$ cat src/rtl/cnn_pkg.sv
// Shared CNN datapath types: filter geometry, weight/filter typedefs
// and the filter loader state encoding.
package cnn_pkg;

   localparam int FILTER_N = 5;
   localparam int WEIGHT_W = 16;
   localparam int WADDR_W  = 16;

   typedef logic signed [WEIGHT_W-1:0] weight_t;
   typedef weight_t filter_t [FILTER_N][FILTER_N];

   typedef enum logic [1:0] {
      IDLE,
      FETCH,
      WAIT_ACK,
      RELEASE
   } loader_state_e;

endpackage

$ cat src/rtl/filter_fetch_ctr.sv
// Issue/capture counters and address generation for the filter loader.
// Ports: go/fetch control in; mem_rd_en/mem_addr out; capture strobe,
// row/col and last_capture out.
module filter_fetch_ctr #(
   parameter int N      = 5,
   parameter int ADDR_W = 16
) (
   input  logic                   clk,
   input  logic                   rst_n,
   input  logic                   go,
   input  logic                   fetch,
   input  logic [ADDR_W-1:0]      base_addr,
   output logic                   mem_rd_en,
   output logic [ADDR_W-1:0]      mem_addr,
   output logic                   cap_en,
   output logic [$clog2(N)-1:0]   cap_row,
   output logic [$clog2(N)-1:0]   cap_col,
   output logic                   last_capture
);

   localparam int NN = N * N;
   localparam int CW = $clog2(NN);
   localparam int RW = $clog2(N);

   logic [CW-1:0]     issue_cnt;
   logic              issuing;
   logic [ADDR_W-1:0] next_addr;
   logic              cap_pending;
   logic              issue_now;

   // Word 0 goes out in the same cycle start is accepted;
   // the rest follow from FETCH on consecutive cycles.
   assign issue_now = fetch & issuing;
   assign mem_rd_en = go | issue_now;

   always_comb begin
      mem_addr = '0;
      if (go) begin
         mem_addr = base_addr;
      end else if (issue_now) begin
         mem_addr = next_addr;
      end
   end

   always_ff @(posedge clk or negedge rst_n) begin
      if (!rst_n) begin
         issue_cnt <= '0;
         issuing   <= 1'b0;
         next_addr <= '0;
      end else if (go) begin
         issue_cnt <= CW'(1);
         issuing   <= 1'b1;
         next_addr <= base_addr + ADDR_W'(1);
      end else if (issue_now) begin
         next_addr <= next_addr + ADDR_W'(1);
         if (issue_cnt == CW'(NN - 1)) begin
            issuing   <= 1'b0;
            issue_cnt <= '0;
         end else begin
            issue_cnt <= issue_cnt + CW'(1);
         end
      end
   end

   // Read data is valid the cycle after its strobe.
   always_ff @(posedge clk or negedge rst_n) begin
      if (!rst_n) begin
         cap_pending <= 1'b0;
         cap_row     <= '0;
         cap_col     <= '0;
      end else begin
         cap_pending <= mem_rd_en;
         if (go) begin
            cap_row <= '0;
            cap_col <= '0;
         end else if (cap_pending) begin
            if (cap_col == RW'(N - 1)) begin
               cap_col <= '0;
               if (cap_row == RW'(N - 1)) begin
                  cap_row <= '0;
               end else begin
                  cap_row <= cap_row + RW'(1);
               end
            end else begin
               cap_col <= cap_col + RW'(1);
            end
         end
      end
   end

   assign cap_en       = cap_pending;
   assign last_capture = cap_pending
                         && (cap_row == RW'(N - 1))
                         && (cap_col == RW'(N - 1));

endmodule

$ cat src/rtl/filter_loader.sv
// Loads an NxN signed weight filter from memory, row-major, and hands it
// to the filter buffer over read/finish. Ports: start/base_addr in,
// busy/done out, mem_rd_en/mem_addr/mem_rdata memory side,
// buf_read/buf_filter/buf_finish buffer side.
// FILTER_LOADER_CHECKSUM_EN adds a wrapping sum output `checksum`.
module filter_loader
   import cnn_pkg::*;
#(
   parameter int N      = FILTER_N,
   parameter int ADDR_W = WADDR_W,
   parameter int DATA_W = WEIGHT_W
) (
   input  logic                     clk,
   input  logic                     rst_n,
   input  logic                     start,
   input  logic [ADDR_W-1:0]        base_addr,
   output logic                     busy,
   output logic                     done,
`ifdef FILTER_LOADER_CHECKSUM_EN
   output logic [DATA_W-1:0]        checksum,
`endif
   output logic                     mem_rd_en,
   output logic [ADDR_W-1:0]        mem_addr,
   input  logic [DATA_W-1:0]        mem_rdata,
   output logic                     buf_read,
   output logic signed [DATA_W-1:0] buf_filter [N][N],
   input  logic                     buf_finish
);

   loader_state_e state;
   loader_state_e state_nxt;

   logic                 go;
   logic                 done_nxt;
   logic                 cap_en;
   logic [$clog2(N)-1:0] cap_row;
   logic [$clog2(N)-1:0] cap_col;
   logic                 last_capture;

   // rst_n gate keeps the combinational first read quiet in reset.
   assign go = (state == IDLE) & start & rst_n;

   filter_fetch_ctr #(
      .N      (N),
      .ADDR_W (ADDR_W)
   ) u_ctr (
      .clk          (clk),
      .rst_n        (rst_n),
      .go           (go),
      .fetch        (state == FETCH),
      .base_addr    (base_addr),
      .mem_rd_en    (mem_rd_en),
      .mem_addr     (mem_addr),
      .cap_en       (cap_en),
      .cap_row      (cap_row),
      .cap_col      (cap_col),
      .last_capture (last_capture)
   );

   always_comb begin
      state_nxt = state;
      done_nxt  = 1'b0;
      unique case (state)
         IDLE: begin
            if (start) begin
               state_nxt = FETCH;
            end
         end
         FETCH: begin
            if (last_capture) begin
               state_nxt = WAIT_ACK;
            end
         end
         WAIT_ACK: begin
            if (buf_finish) begin
               state_nxt = RELEASE;
            end
         end
         RELEASE: begin
            if (!buf_finish) begin
               state_nxt = IDLE;
               done_nxt  = 1'b1;
            end
         end
         default: begin
            state_nxt = IDLE;
         end
      endcase
   end

   always_ff @(posedge clk or negedge rst_n) begin
      if (!rst_n) begin
         state <= IDLE;
         done  <= 1'b0;
      end else begin
         state <= state_nxt;
         done  <= done_nxt;
      end
   end

   assign busy     = (state != IDLE);
   assign buf_read = (state == WAIT_ACK);

   always_ff @(posedge clk or negedge rst_n) begin
      if (!rst_n) begin
         for (int r = 0; r < N; r++) begin
            for (int c = 0; c < N; c++) begin
               buf_filter[r][c] <= '0;
            end
         end
      end else if (cap_en) begin
         buf_filter[cap_row][cap_col] <= mem_rdata;
      end
   end

`ifdef FILTER_LOADER_CHECKSUM_EN
   always_ff @(posedge clk or negedge rst_n) begin
      if (!rst_n) begin
         checksum <= '0;
      end else if (go) begin
         checksum <= '0;
      end else if (cap_en) begin
         checksum <= checksum + mem_rdata;
      end
   end
`endif

endmodule

$ cat config.mk
export PLATFORM = sky130hd
export DESIGN_NAME = filter_loader
export DESIGN_NICKNAME = d
export VERILOG_FILES = /design/src/rtl/cnn_pkg.sv /design/src/rtl/filter_fetch_ctr.sv /design/src/rtl/filter_loader.sv
export SDC_FILE = /design/constraint.sdc
export NUM_CORES = 1
export LEC_CHECK = 0
export ABC_AREA = 1
export BUFFER_PORTS_ARGS = -buffer_cell sky130_fd_sc_hd__buf_2
export CAP_MARGIN = 20
export CORE_MARGIN = 1.5
export CORE_UTILIZATION = 52
export CTS_CLUSTER_DIAMETER = 120
export DETAILED_ROUTE_END_ITERATION = 10
export HOLD_SLACK_MARGIN = 0.08
export PLACE_DENSITY = 0.83
export SLEW_MARGIN = 20
export SYNTH_ARGS = -nofsm -noshare
export SYNTH_HDL_FRONTEND = slang
export SYNTH_SLANG_ARGS = --single-unit
export TNS_END_PERCENT = 10
$ cat constraint.sdc
create_clock -name clk -period 2.25 [get_ports clk]
set_input_delay 0.1125 -clock clk [delete_from_list [all_inputs] [get_ports clk]]
set_output_delay 0.1125 -clock clk [all_outputs]
set_load 0.005 [all_outputs]
; ---- Word-level counts from Yosys, hierarchy flattened
; Cells that the tools add are included.
; W data, S select, Z words.
[totals]
ff_bits = 432
latch_bits = 0
ramBits = 0
romBits = 0
mem_count = 0
[classes]
addsub = 5
n_mul = 0
div_mod_pow = 0
magnitude_cmp = 4
n_eq_ne = 10
shift = 0
mux = 29
bitwise_logic = 6
n_reduce_logical = 13
[op_table]
columns = op, count
row1 = $bwmux W400, 1
row2 = $demux W80 S3, 1
row3 = $mux W16, 5
row4 = $mux W80, 1
row5 = $demux W16 S3, 1
row6 = $add A16 B1 Y16 const B, 2
row7 = $mux W3, 7
row8 = $mux W5, 3
row9 = $reduce_bool A2 Y1, 5
row10 = $ge A4 B4 Y1 const B, 2
row11 = $lt A4 B1 Y1 const B, 2
row12 = $mux W2, 4
row13 = $not A3 Y4, 2
row14 = $pmux W2 S4, 1
row15 = $add A3 B1 Y3 const B, 2
row16 = $eq A3 B3 Y1 const B, 2
row17 = $ne A2 B2 Y1 const B, 3
row18 = $add A5 B1 Y5 const B, 1
row19 = $eq A5 B5 Y1 const B, 1
row20 = $mux W1, 5
row21 = $eq A2 B2 Y1 const B, 2
row22 = $logic_and A1 B1 Y1, 4
row23 = $reduce_and A2 Y1, 2
row24 = $reduce_and A4 Y1, 1
row25 = other kinds (5), 7

; ---- Longest topological paths before layout
; Gate-level depths: netlist (run 1).
[depth]
ltp_word = 8
ltp_mapped = 13
mapped_depth_nobuf = 12

; ---- Cells and area by module
; A second synthesis (run 1) with hierarchy kept.
[hier_totals]
cells_unflattened = 2023
area_unflattened_um2 = 17503.0
[modules_own_cells]
columns = mod, n_inst, cells_each, area_per_inst_um2
row1 = filter_loader, 1, 1748, 15567.4
row2 = filter_fetch_ctr, 1, 275, 1935.6

; ---- Worst setup path before layout (run 1)
; Ideal clock, no wire load.
[synth_path]
path_type = register -> register
startpoint = register state[0]
endpoint = register u_ctr.next_addr[8]
setup_ns = 0.130
t_arrival_ns = 1.739
t_required_ns = 2.120
slack_ns = 0.381
stages_incl_launch_ff = 12
period_less_slack_ns = 1.869
cell_sequence = dfrtp_1 > inv_1 > ha_1 > nand3_4 > nand2_1 > nand2_1 > ha_1 > nand2_1 > nor2_1 > nand2_1 > a22oi_1 > o21ai_0
[synth_between]
elab_chain_cells = 4
elab_cells_between_ends = 7
[synth_rtl]
columns = item, line_no
row1 = from (decl), filter_loader.sv:30  ; loader_state_e state;
row2 = from (signal assigned), filter_loader.sv:96  ; state <= state_nxt;
row3 = $logic_not A2 Y1, filter_loader.sv:41  ; assign go = (state == IDLE) & start & rst_n;
row4 = $and A1 B1 Y1 (2 in a row), filter_loader.sv:41
row5 = $mux W16 / $reduce_bool A2 Y1 (equally long branches), --
row6 = to (signal assigned), filter_fetch_ctr.sv:53  ; next_addr <= base_addr + ADDR_W'(1);
row7 = to (signal assigned), filter_fetch_ctr.sv:55  ; next_addr <= next_addr + ADDR_W'(1);
row8 = to (decl), filter_fetch_ctr.sv:27  ; logic [ADDR_W-1:0] next_addr;
; Several ways; a longest one is shown, not always the timed one.
; A chain may end at the register's enable or synchronous reset.

; ---- Worst setup path after layout (run 1)
[layout_path]
startpoint = register state[0]
endpoint = output mem_addr[6]
[layout_between]
elab_chain_cells = 4
elab_cells_between_ends = 7
[layout_rtl]
columns = item, line_no
row1 = $eq A2 B1 Y1 / $logic_not A2 Y1 (equally long branches), "filter_loader.sv:50, filter_loader.sv:41"
row2 = "$and A1 B1 Y1, on equally long branches", "filter_fetch_ctr.sv:33, filter_loader.sv:41"
row3 = $mux W16 / $and A1 B1 Y1 (equally long branches), "filter_fetch_ctr.sv:40, filter_loader.sv:41"
row4 = $mux W16 (*), filter_fetch_ctr.sv:38  ; if (go) begin
row5 = to (decl), filter_loader.sv:23  ; output logic [ADDR_W-1:0] mem_addr,
; Mark *: on every way between the ends. The rest lies on a longest branch, timed or not.

==> flow_metrics.py, run 1 <==
metrics = {
    "worst_setup_path": {
        "cpPeakStageDelay_ns": 0.41,
        "crit_slowest_cell": "dfrtp_1",
        "crit_chain": "inv_2, ha_4, nand3_4, buf_4, nand2_1, o21ai_0, nor2_1, buf_2",
        "start_kind": "flop",
        "worst_ep_arrival_time_ns": 2.08,
        "crit_type": "reg2out",
        "worstPathRequired_ns": 2.14,
        "cp_max_fo": 12,
        "end_kind": "output port",
    },
    "global_route": {
        "grt_usage_pct": 31.36,
        "grt_pass1_wl_um": 79270,
        "grt_pass1_vias": 13616,
        "antenna_found_initial": 2,
        "overflow": 0,
        "grt_max_degree": 149,
    },
    "floorplan": {
        "chipHeight_um": 181.6,
        "core-area_sq_um": 31470,
        "fp.dieArea_sq_um": 32970,
        "ios": 456,
        "die_width_um": 181.6,
        "start_util_pct": 52.69,
        "rows": 65,
    },
    "sta": {
        "rsz0062_at_grt": "true",
        "fin_tns_setup_ns": 0,
        "max_freq_mhz": 455.7,
        "min_period_over_period_pct": 97.53,
        "max_slew.worst_pin.slew_ns": 0.8951,
        "setup_viol": 0,
        "drv_slew": 0,
        "finalCriticalPeriod_ns": 2.194,
        "fin_skew_ns": 0.009587,
        "finalHoldViolations": 0,
        "setup_slack_ns": 0.05554,
        "slew-limit-headroom_pct": 40.33,
    },
    "routing": {
        "drc": 0,
        "viasPerCell": 5.566,
        "final_antenna_net_count": 0,
        "firstDrtPassIters": 5,
        "dr.first_iter.drc_count": 1246,
        "num_vias": 14270,
        "wl_um": 51730,
        "wl_per_cell_um": 20.17,
    },
    "synthesis": {
        "synth_top_area_cell": "dfrtp_1",
        "synth-main-ff-cell": "dfrtp_1",
        "syn_inst": 1677,
        "synth_area_per_cell_sq_um": 9.889,
        "ys_seq_area_share_pct": 65.18,
        "synth-edff-count": 0,
        "synth_fp_nets": 1725,
        "yosys.area.top_type_share_pct": 65.18,
        "ys_ff_latch": 432,
        "async_flop_share_pct": 100.0,
        "synth_area_sq_um": 16580,
        "synth_most_common_cell": "dfrtp_1",
        "synthTopCellsByArea": "dfrtp_1, nand2_1, o21ai_0, a21oi_1, nor2_1",
        "synth_commonest_cells": "dfrtp_1, nand2_1, o21ai_0",
        "ys_types": 38,
        "synth_warnings": 0,
    },
    "clock_tree": {
        "h-tree-depth": 2,
        "clkSinkCount": 432,
        "cts_inserted_buffers": 43,
        "clk_latency_ns": 0.54,
        "cts_tree": "built",
        "clkTransAtPathRegs_ns": 0.06,
        "cts_root_buffer": "clkbuf_16",
        "cts.path.max_buffers": 3,
    },
    "pwr": {
        "max-vdd-ir-drop_uv": 865.5,
        "p_leak_uw": 0.009944,
        "power_density_nw_per_um2": 1326,
    },
    "final_layout": {
        "fill_cells": 2407,
        "utilization_pct": 66.58,
        "area_delta_synth_final_pct": 26.34,
        "nets": 2174,
        "drive_gt1_share_pct": 29.17,
    },
    "hold_path": {
        "hp-class": "in2reg",
    },
    "placed_design": {
        "dp_slack_ns": 0.04458,
        "dp_hpwl_um": 33670,
        "gp_congestion": 0.9280,
        "port_buffers": 455,
    },
    "job": {
        "drv_cap": 0,
    },
    "outcome": {
        "status": "finished, final reports clean",
    },
}
[sequential cells by signal (all words and copies together) (netlist names)]
name             flops
u_ctr.cap_col        3
u_ctr.issuing        1
u_ctr.cap_en         1
buf_filter         400
u_ctr.issue_cnt      5
u_ctr.next_addr     16
state                2
done                 1
u_ctr.cap_row        3
[where the power goes]
part | switching (uW) | internal [uW]
sequential | 1670 | 10600
combinational | 4780 | 3610
clock | 3000 | 4100
total | 9450 | 18300
[worst paths after layout]
kind / from / end / slack, ns / cells past startpoint
setup reg to reg: state[0]$_DFFE_PN0P_ / u_ctr.next_addr[15]$_DFFE_PN0P_ / 0.16 / 14
max in group asynchronous: rst_n / buf_filter[87]$_DFFE_PN0P_ / 0.85 / 4
min in group asynchronous: rst_n / buf_filter[253]$_DFFE_PN0P_ / 0.24 / 3
hold reg to reg: u_ctr.next_addr[1]$_DFFE_PN0P_ / u_ctr.next_addr[1]$_DFFE_PN0P_ / 0.47 / 2
setup / recovery: state[0]$_DFFE_PN0P_ / mem_addr[6] / 0.06 / 8
hold / removal: base_addr[4] / u_ctr.next_addr[4]$_DFFE_PN0P_ / 0.12 / 6
[worst max-delay path: cells and delay by family, from the launching register on]
| kind | cells | cell delay, ns |
|---|---|---|
| compound gates | 1 | 0.08 |
| fa+ha+maj | 1 | 0.17 |
| buf+inv | 3 | 0.49 |
| flops | 1 | 0.41 |
| simple gates | 3 | 0.39 |
[logic make-up (layout without fill, tap and decap cells)]
logic type | count (synthesis) | in the layout | share of synthesized area, %
adder cells (fa/ha/maj) | 12 | 12 | 0.9053
buffers and inverters | 171 | 654 | 4.542
XOR/XNOR | 1 | 1 | 0.05282
AND/OR/NAND/NOR | 619 | 619 | 15.68
AO/OA/AOI/OAI | 442 | 442 | 13.63
flip-flops | 432 | 432 | 65.18
other | 0 | 2 | 0
[through the flow]
stage / hold slack, ns / power (uW) / instances / instance area, sq um
2_1_floorplan: -0.1831 / 15910 / 1677 / 16580
3_3_place_gp: -0.01467 / 20030 / 2470 / 19360
6_report: 0.1181 / 27780 / 2564 / 20950
5_1_grt: 0.1259 / 29430 / 2562 / 20950
3_5_place_dp: -0.01392 / 20480 / 2470 / 19360
4_1_cts: 0.09089 / 27750 / 2559 / 20890
[area by class of cell]
class | count | area [sq um] | area share, %
diodes | 2 | 5.005 | 0.02388
flip-flops and latches | 432 | 10810 | 51.59
multi-input cells | 1074 | 5057 | 24.14
repair buffers | 522 | 2953 | 14.09
inverters | 53 | 209.0 | 0.9972
clock buffers | 65 | 1289 | 6.150
well taps | 402 | 503.0 | 2.400
clock inverters | 14 | 127.6 | 0.6091
[repair_timing]
| action | in CTS | in global routing |
|---|---|---|
| endpoints found under the setup margin | 14 | 20 |
| pin swaps | 0 | 1 |
| hold buffers | 7 | 0 |
| setup buffers | 3 | 3 |
| hold endpoints to repair | 178 | 0 |
| gates resized for setup | 8 | 9 |
[placed cells by master (no fill, tap or decap), drive strengths merged, types with 12 or more instances in the layout]
cell    Yosys  layout
nor3       15      15
inv        52      55
clkbuf     88      65
buf        30     515
nor2      138     138
nand2     418     418
ha         12      12
nand3      24      24
a21oi     106     106
o21ai     326     326
dfrtp     432     432
nand4      21      21
[metal layers]
layer / GRT usage, % / up-vias / part of all wire (%)
met1: 40.26 / 6977 / 39
met4: 15.10 / 0 / 5.1
met5: 0 / - / 0
li1: - / 6406 / -
met3: 6.438 / 147 / 8.4
met2: 51.29 / 740 / 48
Power figures use the tool's default switching activity.
==> run 2, diff against run 1 <==
--- a/config.mk
+++ b/config.mk
@@ -9,13 +9,14 @@
 export BUFFER_PORTS_ARGS = -buffer_cell sky130_fd_sc_hd__buf_2
 export CAP_MARGIN = 20
 export CORE_MARGIN = 1.5
-export CORE_UTILIZATION = 52
+export CORE_UTILIZATION = 53
 export CTS_CLUSTER_DIAMETER = 120
 export DETAILED_ROUTE_END_ITERATION = 10
 export HOLD_SLACK_MARGIN = 0.08
-export PLACE_DENSITY = 0.83
+export PLACE_DENSITY = 0.84
 export SLEW_MARGIN = 20
 export SYNTH_ARGS = -nofsm -noshare
 export SYNTH_HDL_FRONTEND = slang
+export SYNTH_HIERARCHICAL = 1
 export SYNTH_SLANG_ARGS = --single-unit
 export TNS_END_PERCENT = 10
==> flow_metrics.py, run 2 <==
metrics = {
    "final_layout": {
        "area_delta_synth_final_pct": 27.26,
        "fill_cells": 2567,
        "utilization_pct": 68.46,
        "largest_reg_flops": 400,
        "most-common-layout-cells": "nand2_1, buf_2, dfrtp_1",
        "multi_input_comb_area_sq_um": 6021,
        "top_register": "buf_filter",
        "diodes": 0,
        "drive_gt1_share_pct": 26.10,
        "mostFrequentLayoutCell": "nand2_1",
        "seqCellArea_sq_um": 10810,
        "reg.largest.list": "buf_filter: 400 flops, u_ctr/next_addr: 16 flops, u_ctr/issue_cnt: 5 flops",
        "nets": 2560,
    },
    "global_route": {
        "overflow": 0,
        "grt_usage_pct": 34.41,
        "antenna_found_initial": 3,
        "grt_pass1_vias": 15886,
        "grt_pass1_wl_um": 89100,
        "grt_max_degree": 163,
    },
    "synthesis": {
        "synth_top_area_cell": "dfrtp_1",
        "async_flop_share_pct": 100.0,
        "synth_area_sq_um": 17500,
        "synth_commonest_cells": "nand2_1, dfrtp_1, o21ai_0",
        "synth_warnings": 6,
        "ys_seq_area_share_pct": 61.76,
        "yosys.area.top_type_share_pct": 61.76,
        "syn_inst": 2023,
        "ys_types": 27,
        "synth-edff-count": 0,
        "synth_fp_nets": 2071,
        "synth-main-ff-cell": "dfrtp_1",
        "synth_most_common_cell": "nand2_1",
        "ys_ff_latch": 432,
        "synth_area_per_cell_sq_um": 8.652,
        "synthTopCellsByArea": "dfrtp_1, nand2_1, o21ai_0, nand3_1, clkbuf_1",
    },
    "floorplan": {
        "chipHeight_um": 184.7,
        "die_width_um": 184.7,
        "rows": 66,
        "ios": 456,
        "fp.dieArea_sq_um": 34120,
        "start_util_pct": 53.80,
        "core-area_sq_um": 32540,
    },
    "sta": {
        "finalHoldViolations": 0,
        "finalCriticalPeriod_ns": 2.220,
        "fin_hold_ws_ns": 0.08518,
        "slew-limit-headroom_pct": 39.07,
        "min_period_over_period_pct": 98.68,
        "max_freq_mhz": 450.4,
        "drv_slew": 0,
        "rsz0062_at_grt": "true",
        "setup_viol": 0,
        "fin_skew_ns": 0.006228,
        "max_slew.worst_pin.slew_ns": 0.9139,
    },
    "job": {
        "drv_cap": 0,
    },
    "hold_path": {
        "hp-class": "in2reg",
    },
    "clock_tree": {
        "cts_tree": "built",
        "cts_root_buffer": "clkbuf_16",
        "clkSinkCount": 432,
        "clk_latency_ns": 0.53,
        "cts_inserted_buffers": 44,
        "clkTransAtPathRegs_ns": 0.06,
        "h-tree-depth": 2,
        "cts.path.max_buffers": 3,
    },
    "pwr": {
        "power_uw": 28860,
        "max-vdd-ir-drop_uv": 900.2,
        "p_leak_uw": 0.01078,
        "power_density_nw_per_um2": 1295,
    },
    "outcome": {
        "status": "finished, final reports clean",
    },
    "worst_setup_path": {
        "end_kind": "output port",
        "worstPathRequired_ns": 2.14,
        "crit_family": "buffers and inverters",
        "cp_num_buf_inv": 6,
        "crit_type": "reg2out",
        "crit_slowest_cell": "dfrtp_1",
        "cpPeakStageDelay_ns": 0.37,
        "start_kind": "flop",
        "worst_ep_arrival_time_ns": 2.11,
        "cp_max_fo": 9,
        "crit_chain": "inv_2, ha_4, nand2_1, nor2_2, buf_12, inv_2, buf_6, buf_6, nand2_4, o21ai_2, buf_2",
    },
    "routing": {
        "drc": 0,
        "num_vias": 16295,
        "firstDrtPassIters": 6,
        "viasPerCell": 5.457,
        "final_antenna_net_count": 0,
        "wl_per_cell_um": 19.96,
        "dr.first_iter.drc_count": 1542,
        "wl_um": 59590,
    },
    "placed_design": {
        "gp_congestion": 0.8853,
        "port_buffers": 455,
        "dp_hpwl_um": 39610,
    },
}
[run 2: area by class of cell]
class                           instances  area share [%]
Sequential cell                       432           48.53
Inverter                               61           1.028
Multi-Input combinational cell       1413           27.03
Timing Repair Buffer                  560           14.36
Tap cell                              442           2.483
Clock buffer                           70           6.241
Clock inverter                          8          0.3314
[run 2: report_power, final]
group          switching (uW)  internal, uW  leakage [uW]
Combinational            5440          3670       0.00569
Sequential               1780         10600       0.00437
Clock                    2990          4340      0.000721
[run 2: logic make-up after synthesis]
logic type               Yosys count  share of synthesized area (%)
buffers and inverters            178                          4.561
adder cells (fa/ha/maj)           12                         0.8578
XOR/XNOR                           3                         0.1501
AO/OA/AOI/OAI                    192                          5.554
flip-flops                       432                          61.76
AND/OR/NAND/NOR                 1206                          27.11
[run 2: worst register-to-register path: stages, from the launching register on]
cell and delay [ns]:
dfrtp_1 0.39, inv_2 0.09, ha_4 0.13, nand2_1 0.06, nor2_2 0.12, buf_12 0.15, buf_12 0.13, nand2_2 0.07
o21ai_2 0.10, ha_4 0.18, nand2_2 0.08, nor2_4 0.12, nand2_2 0.10, inv_2 0.08, nand2_1 0.05, nand2_1 0.05
nand2_1 0.05, nand2_1 0.05, nand2_1 0.05
[run 2: path summary, 6_finish.rpt]
check / end / depth (start not counted) / slack (ns) / startpoint
setup reg to reg: u_ctr/next_addr[12]$_DFFE_PN0P_ / 18 / 0.10 / state[0]$_DFFE_PN0P_
max in group asynchronous: buf_filter[131]$_DFFE_PN0P_ / 4 / 0.65 / rst_n
setup / recovery: mem_addr[14] / 11 / 0.03 / state[1]$_DFFE_PN0P_
hold / removal: u_ctr/next_addr[9]$_DFFE_PN0P_ / 7 / 0.09 / base_addr[9]
hold reg to reg: buf_filter[20]$_DFFE_PN0P_ / 2 / 0.46 / buf_filter[20]$_DFFE_PN0P_
min in group asynchronous: buf_filter[329]$_DFFE_PN0P_ / 3 / 0.35 / rst_n
[run 2: stage by stage]
step	cell area [sq um]	TNS [ns]	setup WS, ns	std cells
after CTS	22190	-0.02721	-0.01354	2985
after global routing	22280	-0.2687	-0.03794	2986
final	22280	0	0.02969	2986
after detailed placement	20380	-0.2394	-0.05807	2876
after global placement	20380	-0.01170	-0.01170	2876
after floorplan	17500	0	0.05867	2023
[run 2: repair_timing]
| action | in CTS | in global routing |
|---|---|---|
| endpoints found under the hold margin | 217 | 0 |
| endpoints found under the setup margin | 24 | 32 |
| pin swaps | 2 | 5 |
| gates resized for setup | 21 | 21 |
| setup buffers | 8 | 1 |
| hold buffers | 23 | 0 |
[run 2: per-layer routing]
metal,track usage (%),vias up,share of wire (%)
met3,9.682,225,11
met2,55.37,946,46
met1,42.58,7848,37
met4,17.53,6,5.5
li1,-,7270,-
met5,0,-,0.091
